`config.mk`:
```
export PLATFORM = sky130hd
export DESIGN_NAME = banco_registradores_flat
export DESIGN_NICKNAME = d
export VERILOG_FILES = /design/src/rtl/mips_pkg.sv /design/src/rtl/banco_registradores_if.sv /design/src/rtl/reg_bypass_mux.sv /design/src/rtl/banco_registradores.sv /design/src/flat_wrapper.sv
export SDC_FILE = /design/constraint.sdc
export NUM_CORES = 1
export LEC_CHECK = 0
export CORE_MARGIN = 2
export CORE_UTILIZATION = 28
export CTS_BUF_LIST = sky130_fd_sc_hd__clkbuf_8
export CTS_CLUSTER_DIAMETER = 40
export DETAILED_ROUTE_END_ITERATION = 12
export PLACE_DENSITY_LB_ADDON = 0.08
export SLEW_MARGIN = 20
export SYNTH_ARGS = -nofsm -noshare
export SYNTH_HDL_FRONTEND = slang
export SYNTH_SLANG_ARGS = --single-unit
```
`constraint.sdc`:
```
create_clock -name clk -period 6.6 [get_ports clk]
set_input_delay 1.98 -clock clk [delete_from_list [all_inputs] [get_ports clk]]
set_output_delay 1.98 -clock clk [all_outputs]
set_load 0.1 [all_outputs]
```
`src/rtl/mips_pkg.sv`:
```
// mips_pkg: widths, r0 index, ab_valid controller states and ULA control codes shared across the 16-bit MIPS datapath
package mips_pkg;
  localparam int DATA_W = 16;
  localparam int ADDR_W = 3;
  localparam int NREGS = 2 ** ADDR_W;
  localparam logic [ADDR_W-1:0] REG_ZERO = 3'd0;
  typedef enum logic {RF_IDLE, RF_LOAD} rf_state_e;
  typedef enum logic [2:0] {
    ULA_AND = 3'b000,
    ULA_OR  = 3'b001,
    ULA_ADD = 3'b010,
    ULA_SUB = 3'b110,
    ULA_SLT = 3'b111
  } ula_control_e;
endpackage

```
`src/rtl/banco_registradores_if.sv`:
```
// banco_registradores_if: register file bus (rd_en/rs/rt read request, wr_en/rd/wr_data write, a/b/ab_valid/a_zero operands); master drives requests, slave is the register file
interface banco_registradores_if;
  import mips_pkg::*;
  logic              rd_en;
  logic [ADDR_W-1:0] rs;
  logic [ADDR_W-1:0] rt;
  logic              wr_en;
  logic [ADDR_W-1:0] rd;
  logic [DATA_W-1:0] wr_data;
  logic [DATA_W-1:0] a;
  logic [DATA_W-1:0] b;
  logic              ab_valid;
  logic              a_zero;
  modport master (output rd_en, rs, rt, wr_en, rd, wr_data, input a, b, ab_valid, a_zero);
  modport slave (input rd_en, rs, rt, wr_en, rd, wr_data, output a, b, ab_valid, a_zero);
endinterface

```
`src/rtl/reg_bypass_mux.sv`:
```
// reg_bypass_mux: read-port operand select (raddr_i, entry_i, wr_en_i, waddr_i, wdata_i -> data_o); r0 forces zero, same-cycle write to raddr passes wdata through
module reg_bypass_mux
  import mips_pkg::*;
(
  input  logic [ADDR_W-1:0] raddr_i,
  input  logic [DATA_W-1:0] entry_i,
  input  logic              wr_en_i,
  input  logic [ADDR_W-1:0] waddr_i,
  input  logic [DATA_W-1:0] wdata_i,
  output logic [DATA_W-1:0] data_o
);
  always_comb data_o = (raddr_i == REG_ZERO) ? '0 : (wr_en_i && waddr_i == raddr_i) ? wdata_i : entry_i;
endmodule

```
`src/rtl/banco_registradores.sv`:
```
// banco_registradores: 8x16 register file (clk, rst_n sync active-low, bus slave) with registered A/B operand latches, write-through bypass, ab_valid pulse and a_zero flag
module banco_registradores
  import mips_pkg::*;
(
  input  logic clk,
  input  logic rst_n,
  banco_registradores_if.slave bus
);
  logic [DATA_W-1:0] regs_q [NREGS];
  logic [DATA_W-1:0] a_q, b_q, a_d, b_d;
  logic              a_zero_q;
  rf_state_e         state_q;
  reg_bypass_mux u_mux_a (
    .raddr_i(bus.rs), .entry_i(regs_q[bus.rs]), .wr_en_i(bus.wr_en),
    .waddr_i(bus.rd), .wdata_i(bus.wr_data), .data_o(a_d)
  );
  reg_bypass_mux u_mux_b (
    .raddr_i(bus.rt), .entry_i(regs_q[bus.rt]), .wr_en_i(bus.wr_en),
    .waddr_i(bus.rd), .wdata_i(bus.wr_data), .data_o(b_d)
  );
  always_ff @(posedge clk) begin
    if (!rst_n) begin
      for (int i = 0; i < NREGS; i++) regs_q[i] <= '0;
      a_q      <= '0;
      b_q      <= '0;
      a_zero_q <= 1'b0;
      state_q  <= RF_IDLE;
    end else begin
      if (bus.wr_en && bus.rd != REG_ZERO) regs_q[bus.rd] <= bus.wr_data;
      if (bus.rd_en) begin
        a_q      <= a_d;
        b_q      <= b_d;
        a_zero_q <= (a_d == '0);
      end
      state_q <= bus.rd_en ? RF_LOAD : RF_IDLE;
    end
  end
  assign bus.a        = a_q;
  assign bus.b        = b_q;
  assign bus.a_zero   = a_zero_q;
  assign bus.ab_valid = (state_q == RF_LOAD);
endmodule

```
`src/flat_wrapper.sv`:
```
// flat-port wrapper written by rule: the top's interface ports become plain ports
module banco_registradores_flat import mips_pkg::*;
  (clk, rst_n, bus_rd_en, bus_rs, bus_rt, bus_wr_en, bus_rd, bus_wr_data, bus_a, bus_b, bus_ab_valid, bus_a_zero);
  banco_registradores_if bus_i ();
  input  logic clk;
  input  logic rst_n;
  input wire logic [$bits(bus_i.rd_en)-1:0] bus_rd_en;
  input wire logic [$bits(bus_i.rs)-1:0] bus_rs;
  input wire logic [$bits(bus_i.rt)-1:0] bus_rt;
  input wire logic [$bits(bus_i.wr_en)-1:0] bus_wr_en;
  input wire logic [$bits(bus_i.rd)-1:0] bus_rd;
  input wire logic [$bits(bus_i.wr_data)-1:0] bus_wr_data;
  output wire logic [$bits(bus_i.a)-1:0] bus_a;
  output wire logic [$bits(bus_i.b)-1:0] bus_b;
  output wire logic [$bits(bus_i.ab_valid)-1:0] bus_ab_valid;
  output wire logic [$bits(bus_i.a_zero)-1:0] bus_a_zero;
  assign bus_i.rd_en = bus_rd_en;
  assign bus_i.rs = bus_rs;
  assign bus_i.rt = bus_rt;
  assign bus_i.wr_en = bus_wr_en;
  assign bus_i.rd = bus_rd;
  assign bus_i.wr_data = bus_wr_data;
  assign bus_a = bus_i.a;
  assign bus_b = bus_i.b;
  assign bus_ab_valid = bus_i.ab_valid;
  assign bus_a_zero = bus_i.a_zero;
  banco_registradores u_core (.clk(clk), .rst_n(rst_n), .bus(bus_i));
endmodule
```
==> run_results.csv <==
group,metric,value,unit
status,status,"completed",
finish,fin_util,33.69,%
timing,rsz0062_at_grt,"false",
logic_synthesis,synth_area,8190,sq um
logic_synthesis,yosysMostFrequentCell,"edfxtp_1",
logic_synthesis,syn_inst,604,
clock_tree,postCtsSetupBuffers,0,
die,die_h,175.0,um
drt,wirelength,26080,um
clock_tree,clockBufferDepth,2,
clock_tree,cts_buffers,17,
global_route,grt_overflow,0,
global_route,grt_max_degree,49,
drt,wire_per_inst,24.35,um
worst_setup_path,crit_path_start_kind,"input pin",
logic_synthesis,synth_top_area_share,46.93,%
finish,antenna_cells,0,
drt,drt_iter0_drc,403,
logic_synthesis,syn_area_per_cell,13.56,sq um
drt,first_pass_iters,4,
worst_setup_path,endpoint_kind,"flip-flop",
timing,finalCriticalPeriod,4.793,ns
place,port_buffers,62,
logic_synthesis,async_flop_share,0,%
worst_setup_path,cp_max_fo,17,
global_route,antenna_found_initial,1,
worst_setup_path,path_delay_family,"simple AND/OR/NAND/NOR gates",
drt,remaining_drc_errors,0,
logic_synthesis,seq_area_frac_synth,55.24,%
timing,max_slew_margin,27.13,%
timing,final-max-slew-violation-count,0,
clock_tree,clkTransAtPathRegs,0.09,ns
die,rows,62,
worst_setup_path,crit_buf_inv,1,
drt,wl_met3,781,um
die,ioPinCount,63,
logic_synthesis,synth_ff_type,"edfxtp_1",
worst_setup_path,rr_worst_depth,6,
logic_synthesis,synth-edff-count,128,
drt,num_vias,5295,
clock_tree,clock_latency,0.47,ns
logic_synthesis,ys_ff_latch,162,
die,dieArea,30640,sq um
die,start_util,28.46,%
drt,ant_nets,0,
pwr,pwr-share-seq,49.5,%
worst_setup_path,crit_required,6.98,ns
logic_synthesis,yosysTopAreaCell,"edfxtp_1",
drt,highest_layer,"met4",
global_route,grt_pass1_wl,38380,um
logic_synthesis,synth_top_cells_by_area,"edfxtp_1 47%, mux4_2 15%, and2_1 8.8%, dfxtp_1 8.3%, mux2i_1 4.9%",
worst_setup_path,cp.depth,7,
worst_setup_path,cpMaxStageDelayCell,"clkdlybuf4s50_1",
drt,viasPerCell,4.944,
timing,finalSetupViolCount,0,
finish,drive_gt1_share,18.34,%
timing,final.setup.tns,0,ns
logic_synthesis,ys_warn_count,0,
timing,report.final.hold_viol_count,0,
clock_tree,h-tree-depth,4,
place,dp_slack,1.336,ns
logic_synthesis,ys_top_cells_by_count,"128 x edfxtp_1, 115 x and2_1, 55 x mux4_2",
timing,worst_pin_slew,1.092,ns
pwr,power,2.441,mW
drt,wl_met2,12600,um
finish,syn_to_final_growth,18.38,%
hold_path,hold_class,"reg -> reg",
finish,finalNetCount,703,
worst_setup_path,crit_arrival,5.17,ns
place,dp_hpwl,16900,um
clock_tree,cts_sinks,162,
clock_tree,cts_root_buffer,"clkbuf_8",
place,place_congestion,0.7570,
pwr,ir_worst_vdd,0.0001247,V
pwr,combPwrFrac,19.3,%
clock_tree,ctsResizeCount,0,
pwr,p_sw,0.7545,mW
die,fp.dieW,175.0,um
drt,met1_length,12270,um
global_route,grtUsageTotal,17.50,%
pwr,leakage,3.384,nW
global_route,grt_pass1_vias,5477,
finish,fill_cells,2821,
worst_setup_path,cpPeakStageDelay,0.94,ns
timing,timing.final.crit_share,72.62,%
clock_tree,cts_tree,"built",
flow_run,cap_violations,0,
worst_setup_path,crit_type,"in -> reg",
timing,skew,0.01874,ns
pwr,clock_power_share,31.3,%
pwr,switching_share,30.91,%
die,core_region_area,28780,sq um
pwr,power.density,251.8,nW/um^2
pwr,p_int,1.687,mW
worst_setup_path,crit_chain,"clkdlybuf4s50_1, or3_1, o21ai_0, a21oi_1, or4_1, or4_1, a21oi_1",
logic_synthesis,synthDistinctLibCells,37,
timing,fmax,208.6,MHz
timing,setup_ws,1.807,ns
hold_path,min_path_cells,2,
clock_tree,cts_hold_buf,0,
-- final timing paths --
check / startpoint / to / slack (ns)
hold / removal: u_core.bus.a[6] / u_core.bus.a[6] / 0.47
setup reg to reg: u_core.regs_q[7][5] / u_core.bus.a_zero / 4.09
setup / recovery: bus_rs[1] / u_core.bus.a_zero / 1.81
hold reg to reg: u_core.bus.a[6] / u_core.bus.a[6] / 0.47
-- logic make-up after synthesis --
logic type	synth area share [%]
AND/OR/NAND/NOR	13.96
flip-flops	55.24
multiplexers	21.75
AO/OA/AOI/OAI	5.805
buffers and inverters	2.551
XOR/XNOR	0.6416
other	0.04579
-- layer usage --
layer	GRT usage, %	vias up
met2	28.54	114
met3	2.546	27
met5	0	-
met4	4.965	0
li1	-	2403
met1	24.29	2751
-- worst min-delay path: stages, from the launching register on --
cell	delay, ns
dfxtp_1	0.32
nand2_1	0.06
a21oi_1	0.05
-- power groups by stage --
stage          Sequential [mW]  Combinational (mW)  Clock (mW)
3_5_place_dp              1.23               0.472           0
3_3_place_gp              1.23               0.472           0
4_1_cts                   1.21               0.473       0.781
6_report                  1.21               0.470       0.763
5_1_grt                   1.22               0.498       0.818
2_1_floorplan             1.34               0.203           0
-- sequential cells by signal (all words and copies together) (netlist names) --
register,cells
u_core.regs_q,128
u_core.bus.a,16
u_core.bus.b,16
u_core.bus.a_zero,1
u_core.bus.ab_valid,1
-- cell usage in the layout, fill, tap and decap left out, types with 2 or more instances in the layout --
| cell type | synthesis | final |
|---|---|---|
| conb_1 | 1 | 16 |
| o211ai_1 | 7 | 7 |
| o21ai_1 | 0 | 4 |
| edfxtp_1 | 128 | 128 |
| a211oi_1 | 16 | 16 |
| mux2i_1 | 40 | 40 |
| nand2_1 | 17 | 17 |
| inv_6 | 0 | 3 |
| buf_2 | 8 | 4 |
| o21ai_2 | 0 | 2 |
| or4_1 | 2 | 2 |
| buf_4 | 2 | 17 |
| bufinv_16 | 0 | 2 |
| o22ai_1 | 2 | 2 |
| clkbuf_8 | 0 | 18 |
| nor2_4 | 0 | 2 |
| inv_4 | 0 | 2 |
| mux4_1 | 5 | 5 |
| nor2_2 | 0 | 4 |
| clkinv_1 | 0 | 2 |
| clkdlybuf4s50_1 | 0 | 58 |
| nor2_1 | 51 | 45 |
| and2_1 | 115 | 115 |
| or2_2 | 8 | 8 |
| nand4_1 | 3 | 3 |
| dfxtp_1 | 34 | 34 |
| clkinv_4 | 0 | 3 |
| a21oi_1 | 36 | 36 |
| nand2b_1 | 5 | 5 |
| mux4_2 | 55 | 55 |
| o21ai_0 | 15 | 9 |
| xnor2_1 | 6 | 6 |
| nor4_1 | 2 | 2 |
-- cell type report --
| cell class | instances | area, sq um | share of cell area (%) |
|---|---|---|---|
| Clock inverter | 14 | 151.4 | 1.561 |
| Multi-Input combinational cell | 412 | 3556 | 36.68 |
| Clock buffer | 18 | 247.7 | 2.555 |
| Timing Repair Buffer | 79 | 728.2 | 7.511 |
| Inverter | 2 | 7.507 | 0.07743 |
| Tap cell | 384 | 480.5 | 4.955 |
| Sequential cell | 162 | 4524 | 46.66 |
-- stage by stage --
stage	std cells	instance area, sq um	hold WS [ns]
after floorplan	619	8247	0.7977
after global placement	1039	9291	0.4576
final	1071	9696	0.4683
after global routing	1071	9696	0.4974
after detailed placement	1039	9296	0.4610
after CTS	1071	9696	0.4744
No activity file was read; power rests on OpenSTA's default activity.
